<file path="config.mk">
export PLATFORM = sky130hd
export DESIGN_NAME = vga_sync_gen
export DESIGN_NICKNAME = d
export VERILOG_FILES = /design/src/rtl/vga_sync_gen.sv
export SDC_FILE = /design/constraint.sdc
export NUM_CORES = 1
export LEC_CHECK = 0
export ABC_CLOCK_PERIOD_IN_PS = 3900
export BUFFER_PORTS_ARGS = -buffer_cell sky130_fd_sc_hd__buf_2
export CAP_MARGIN = 20
export CORE_MARGIN = 2
export CORE_UTILIZATION = 58
export CTS_CLUSTER_SIZE = 30
export DETAILED_ROUTE_END_ITERATION = 16
export GPL_ROUTABILITY_DRIVEN = 0
export GPL_TIMING_DRIVEN = 1
export HOLD_SLACK_MARGIN = 0.08
export PLACE_DENSITY = 0.83
export SYNTH_ARGS = -nofsm -noshare
export SYNTH_HDL_FRONTEND = slang
export SYNTH_SLANG_ARGS = --single-unit
</file>
<file path="constraint.sdc">
create_clock -name clk -period 3.9 [get_ports clk]
set_input_delay 0.78 -clock clk [delete_from_list [all_inputs] [get_ports clk]]
set_output_delay 0.78 -clock clk [all_outputs]
set_load 0.02 [all_outputs]
</file>
<file path="src/rtl/vga_sync_gen.sv">
// ---------------------------------------------------------------------------
// vga_sync_gen
//
// Raster timing generator for the display side of the pong graphics
// pipeline. A clock divider produces a pixel-rate enable, which advances the
// horizontal and vertical scan counters. The counters drive the active-low
// sync pulses, the visible-area flag and the pixel coordinates.
// The defaults give 640x480 @ 60 Hz from a 100 MHz clock.
//
// Ports:
//   clk        in   system clock, all logic on the rising edge
//   rst        in   synchronous active-high reset
//   p_tick     out  pixel enable, one clk high every CLK_DIV clks
//   hsync      out  horizontal sync, active low
//   vsync      out  vertical sync, active low
//   video_on   out  current coordinate lies inside the visible area
//   pixel_x    out  horizontal count, 0..H_TOTAL-1
//   pixel_y    out  vertical count, 0..V_TOTAL-1
//   frame_tick out  one-clk pulse on the last pixel of each frame
// ---------------------------------------------------------------------------
module vga_sync_gen #(
  parameter int CLK_DIV   = 4,
  parameter int H_DISPLAY = 640,
  parameter int H_FRONT   = 16,
  parameter int H_SYNC    = 96,
  parameter int H_BACK    = 48,
  parameter int V_DISPLAY = 480,
  parameter int V_FRONT   = 10,
  parameter int V_SYNC    = 2,
  parameter int V_BACK    = 33
) (
  input  logic       clk,
  input  logic       rst,
  output logic       p_tick,
  output logic       hsync,
  output logic       vsync,
  output logic       video_on,
  output logic [9:0] pixel_x,
  output logic [9:0] pixel_y,
  output logic       frame_tick
);

  localparam int H_TOTAL = H_DISPLAY + H_FRONT + H_SYNC + H_BACK;
  localparam int V_TOTAL = V_DISPLAY + V_FRONT + V_SYNC + V_BACK;
  localparam int DIV_W   = (CLK_DIV > 1) ? $clog2(CLK_DIV) : 1;

  localparam logic [DIV_W-1:0] DIV_MAX  = DIV_W'(CLK_DIV - 1);
  localparam logic [9:0]       H_MAX    = 10'(H_TOTAL - 1);
  localparam logic [9:0]       V_MAX    = 10'(V_TOTAL - 1);
  localparam logic [9:0]       HS_FIRST = 10'(H_DISPLAY + H_FRONT);
  localparam logic [9:0]       HS_LAST  = 10'(H_DISPLAY + H_FRONT + H_SYNC - 1);
  localparam logic [9:0]       VS_FIRST = 10'(V_DISPLAY + V_FRONT);
  localparam logic [9:0]       VS_LAST  = 10'(V_DISPLAY + V_FRONT + V_SYNC - 1);
  localparam logic [10:0]      H_VIS    = 11'(H_DISPLAY);
  localparam logic [10:0]      V_VIS    = 11'(V_DISPLAY);

  // The coordinate outputs are 10 bits wide, so larger rasters cannot be
  // represented and are rejected at elaboration.
  if (H_TOTAL > 1024 || V_TOTAL > 1024) begin : g_total_check
    $error("vga_sync_gen: H_TOTAL and V_TOTAL must not exceed 1024");
  end
  if (CLK_DIV < 1 || CLK_DIV > 16) begin : g_div_check
    $error("vga_sync_gen: CLK_DIV must be in 1..16");
  end

  logic [DIV_W-1:0] div_q, div_d;
  logic [9:0]       x_q, x_d;
  logic [9:0]       y_q, y_d;
  logic             hsync_q, hsync_d;
  logic             vsync_q, vsync_d;
  logic             h_end, v_end;

  assign p_tick = (div_q == DIV_MAX);
  assign h_end  = (x_q == H_MAX);
  assign v_end  = (y_q == V_MAX);

  always_comb begin
    div_d = div_q + 1'b1;
    if (p_tick) begin
      div_d = '0;
    end

    x_d = x_q;
    y_d = y_q;
    if (p_tick) begin
      if (h_end) begin
        x_d = '0;
        // Vertical wrap lands on the same edge as the horizontal wrap.
        y_d = v_end ? '0 : y_q + 10'd1;
      end else begin
        x_d = x_q + 10'd1;
      end
    end

    // Decoding the next count lets the registered syncs change on the same
    // edge as the coordinates they describe.
    hsync_d = !((x_d >= HS_FIRST) && (x_d <= HS_LAST));
    vsync_d = !((y_d >= VS_FIRST) && (y_d <= VS_LAST));
  end

  always_ff @(posedge clk) begin
    if (rst) begin
      div_q   <= '0;
      x_q     <= '0;
      y_q     <= '0;
      hsync_q <= 1'b1;
      vsync_q <= 1'b1;
    end else begin
      div_q   <= div_d;
      x_q     <= x_d;
      y_q     <= y_d;
      hsync_q <= hsync_d;
      vsync_q <= vsync_d;
    end
  end

  assign pixel_x    = x_q;
  assign pixel_y    = y_q;
  assign hsync      = hsync_q;
  assign vsync      = vsync_q;
  assign video_on   = ({1'b0, x_q} < H_VIS) && ({1'b0, y_q} < V_VIS);
  // p_tick qualifies the pulse so it lasts one clk, not CLK_DIV clks.
  assign frame_tick = p_tick && h_end && v_end;

endmodule
</file>
## Word level (Yosys, flattened, before mapping)

Cells that the tools add are included.

| word-level totals | value |
|---|---|
| register bits | 24 |
| latch bits | 0 |
| RAM bits | 0 |
| memory bits (read-only) | 0 |
| input port bits | 2 |
| output and inout port bits | 25 |
| logic and storage cells | 30 |
| memories | 0 |

| cells by class | value |
|---|---|
| add/subtract/negate cells | 3 |
| $mul | 0 |
| div/mod/pow operators | 0 |
| magnitude comparators | 6 |
| equality and inequality tests | 3 |
| shift operators | 0 |
| multiplexer cells | 5 |
| bitwise gates (word level) | 0 |
| reductions and logical operators | 8 |

Operator list:

| cell | number |
|---|---|
| $mux 10 | 5 |
| $add 10x1->10 const B | 2 |
| $eq 10x10->1 const B | 2 |
| $ge 10x10->1 const B | 1 |
| $ge 10x9->1 const B | 1 |
| $le 10x10->1 const B | 1 |
| $le 10x9->1 const B | 1 |
| $lt 10x10->1 const B | 1 |
| $lt 10x9->1 const B | 1 |
| $logic_and 1x1->1 | 5 |
| $add 2x1->2 const B | 1 |
| $eq 2x2->1 const B | 1 |
| $logic_not 1->1 | 2 |
| $reduce_or 2->1 | 1 |

## Depth between registers and ports, before layout

| logic depth | value |
|---|---|
| depth in word-level cells | 7 |
| mapped depth | 9 |
| gate-level depth less buffers | 7 |

## Worst setup path after synthesis

OpenSTA, ideal clock, no wires.

| timing | value |
|---|---|
| kind | flip-flop to output port |
| start point | register y_q[0], in the netlist pixel_y[0] |
| end point | output port frame_tick |
| arrival time | 1.632 ns |
| slack | 1.488 ns |
| stages on the path, launching flop included | 6 |
| cell sequence | dfxtp_1 -> inv_1 -> ha_1 -> nand4_1 -> nor4_1 -> and4_2 |

| between the ends | value |
|---|---|
| word-level cells in the longest chain between the ends | 2 |

Ends and longest elaborated chain:

| what | line | text |
|---|---|---|
| from (decl) | 68 | `logic [9:0] y_q, y_d;` |
| from (signal assigned) | 111 | `y_q <= y_d;` |
| $eq 10x10->1 | 75 | `assign v_end = (y_q == V_MAX);` |
| $logic_and 1x1->1 | 123 | `assign frame_tick = p_tick && h_end && v_end;` |
| to (decl) | 40 | `output logic frame_tick` |

No other way between the ends.

## Worst setup path in the final report

Ends and elaborated chain as after synthesis.

==> results by group <==
Die
  • Die Y: 52.7 um
  • Initial Util: 61.6%
  • Die width: 52.7 um
  • FP Rows: 17
  • Total core area: 2230 um2
  • Io pins: 27
  • Full die area: 2780 um2

Synth
  • Async set or reset register ratio after synthesis: 0%
  • Mapped Cells: around 160
  • Synth Flop Type: dfxtp_1
  • YS warnings: 0
  • Synthesized net count: 161
  • EDFF count, synth: 0
  • Avg Synthesized Cell Area: 8.88 um2
  • Synthesized flop and latch total: 24
  • Distinct cells, synth: 41
  • Sequential area share after synthesis: between 30% and 40%
  • Mapped Area: roughly 1400 um2

Place
  • I/O Buffers: 26
  • Post-DP HPWL: roughly 2100 um
  • DP Cell Count: 202

Global route
  • Largest net degree at the start of global routing: 21
  • All-Layer GR Usage: about a quarter
  • Global-route wire length before repair: roughly 5000 um
  • GRT overflow: 0
  • Initial antenna violation count: 0
  • Vias in the first global route: about 1200

Clock network
  • Post-CTS Setup Bufs: 0
  • Hold-fix buffers at CTS: 0
  • Post-CTS resize count: 0
  • H-tree levels: 1
  • TritonCTS clock tree: built
  • CTS Sinks: 24
  • Root buffer cell: clkbuf_4
  • Clk pin slew, worst setup/hold paths: 0.13 ns
  • Max Root-Sink Buffers: 2
  • CTS buffer count: 3
  • Worst-skew pair later-pin latency: 0.32 ns

STA
  • Slew @ Worst Pin: just over 0.9 ns
  • Total negative slack: 0 ns
  • Slew HR: between 30% and 40%
  • Post-layout min period: 3.17 ns
  • WHS: around 0.44 ns
  • Final hold violation count: 0
  • Final setup violation count: 0
  • RSZ-0062 raised after global routing: no
  • Max Freq: 0.316 GHz
  • Clock Skews: 0.00170 ns
  • Slew Viols, Final: 0
  • Final period util: 81.2%

Critical path
  • CP bufs+invs: 2
  • CP max stage cell: nor4_1
  • Crit path max-delay family: simple AND/OR/NAND/NOR gates
  • CP peak stage delay: 0.77 ns
  • CP Cell Sequence: inv_1 -> ha_1 -> nand4_1 -> nor4_1 -> and4_2 -> buf_2
  • Crit path kind: reg -> out
  • Setup crit end kind: output port
  • Worst Path Required: 3.12 ns
  • Worst-path fanout max: 6
  • Worst path arrival time: 2.39 ns
  • Critical Path Source Type: flip-flop

Drt
  • Vias/cell: 5.70
  • Routed WL per cell: 13.7 um
  • Final ANT Viol Nets: 0
  • First DRT Iteration DRCs: 25
  • DRT Pass-1 Iters: 4
  • Via count: 1174
  • Post-route DRC: 0
  • Drt total wl: 2830 um

Final layout
  • Finished Layout Cells: 206
  • Share of layout cells above drive strength 1: about a fifth
  • Fin nets: 185
  • Synth-to-layout area growth: 6.82%
  • N_diodes: 0

Worst hold path
  • Hold Crit Class: reg -> reg

Power and ir drop
  • P_leak: 0.558 nW
  • Peak supply drop: 0.188 mV
  • Pwr dens: 274 nW/um2

Job
  • MaxCap Viol Count: 0

Run status
  • Run status: complete, no violations
## routing by layer
metal	share of wire (%)	track usage [%]	vias to the layer above
met5	0	0	-
met4	1.4	10.3	0
met3	4.9	4.86	5
met2	48	40.4	30
met1	45	29.6	550
li1	-	-	589
## cells in the mapped netlist, types with 4 or more instances
master / number / area, um2
xor2_1: 5 / 43.8
a21oi_1: 6 / 30.0
xnor2_1: 14 / 123
dfxtp_1: 24 / 480
nor2_1: 24 / 90.1
nand2_1: 13 / 48.8
nor3_1: 6 / 30.0
inv_1: 6 / 22.5
ha_1: 4 / 50.1
nand4_1: 6 / 37.5
## cells in the final DEF (no fill, tap or decap), types with 2 or more instances in the layout
master and n:
xnor2_1 14, o21ai_0 3, and2_1 2, nand2_1 13, o2111ai_1 2, clkbuf_4 3
buf_2 26, xor2_1 5, inv_1 6, nor3_1 6, or3_1 2, or4_1 2
nand3b_1 2, and3_1 2, ha_1 4, nor2_1 24, nor3b_1 2, nand4_1 6
dfxtp_1 24, a21oi_1 6, nand3_1 3, o22ai_1 2
## stage by stage
stage | setup WS [ns] | area, um2 | utilization [%] | power (mW)
global route | 0.594 | 1470 | 65.8 | 0.419
detailed placement | 1.15 | 1430 | 64.2 | 0.274
floorplan | 1.49 | 1380 | - | 0.271
global placement | 1.34 | 1430 | 64.2 | 0.273
finish | 0.735 | 1470 | 65.8 | 0.403
CTS | 0.734 | 1470 | 65.8 | 0.407
## state kept, by name (all words and copies together) (netlist names)
name and count:
hsync 1, vsync 1, div_q 2, pixel_x 10, pixel_y 10
## final timing paths
check,start,end,slack (ns),depth (start not counted)
setup reg to reg,div_q[0],vsync,1.57,6
setup / recovery,pixel_y[0],frame_tick,0.73,6
hold / removal,div_q[0],div_q[0],0.44,1
hold reg to reg,div_q[0],div_q[0],0.44,1
## layout make-up
cell class                      instances  area (um2)
Inverter                                6        22.5
Sequential cell                        24         480
Timing Repair Buffer                   26         130
Multi-Input combinational cell        118         766
Fill cell                             206         763
Clock buffer                            4        36.3
Tap cell                               28        35.0
## where the power goes
group,internal [mW],total [mW],switching (mW)
Combinational,0.00554,0.0172,0.0117
Clock,0.0572,0.135,0.0781
Sequential,0.249,0.251,0.00199
Total,0.312,0.403,0.0918
## logic make-up (layout without fill, tap and decap cells)
family | after synthesis | count (layout) | share of synthesized area, %
buffers and inverters | 13 | 36 | 9.45
and+or+nand+nor | 75 | 75 | 29.9
DFF | 24 | 24 | 34.9
adders and majority gates | 4 | 4 | 3.64
muxes | 1 | 1 | 0.727
AOI/OAI and AO/OA | 19 | 19 | 9.27
xor gates and xnor gates | 19 | 19 | 12.1
Power figures use the tool's default switching activity.
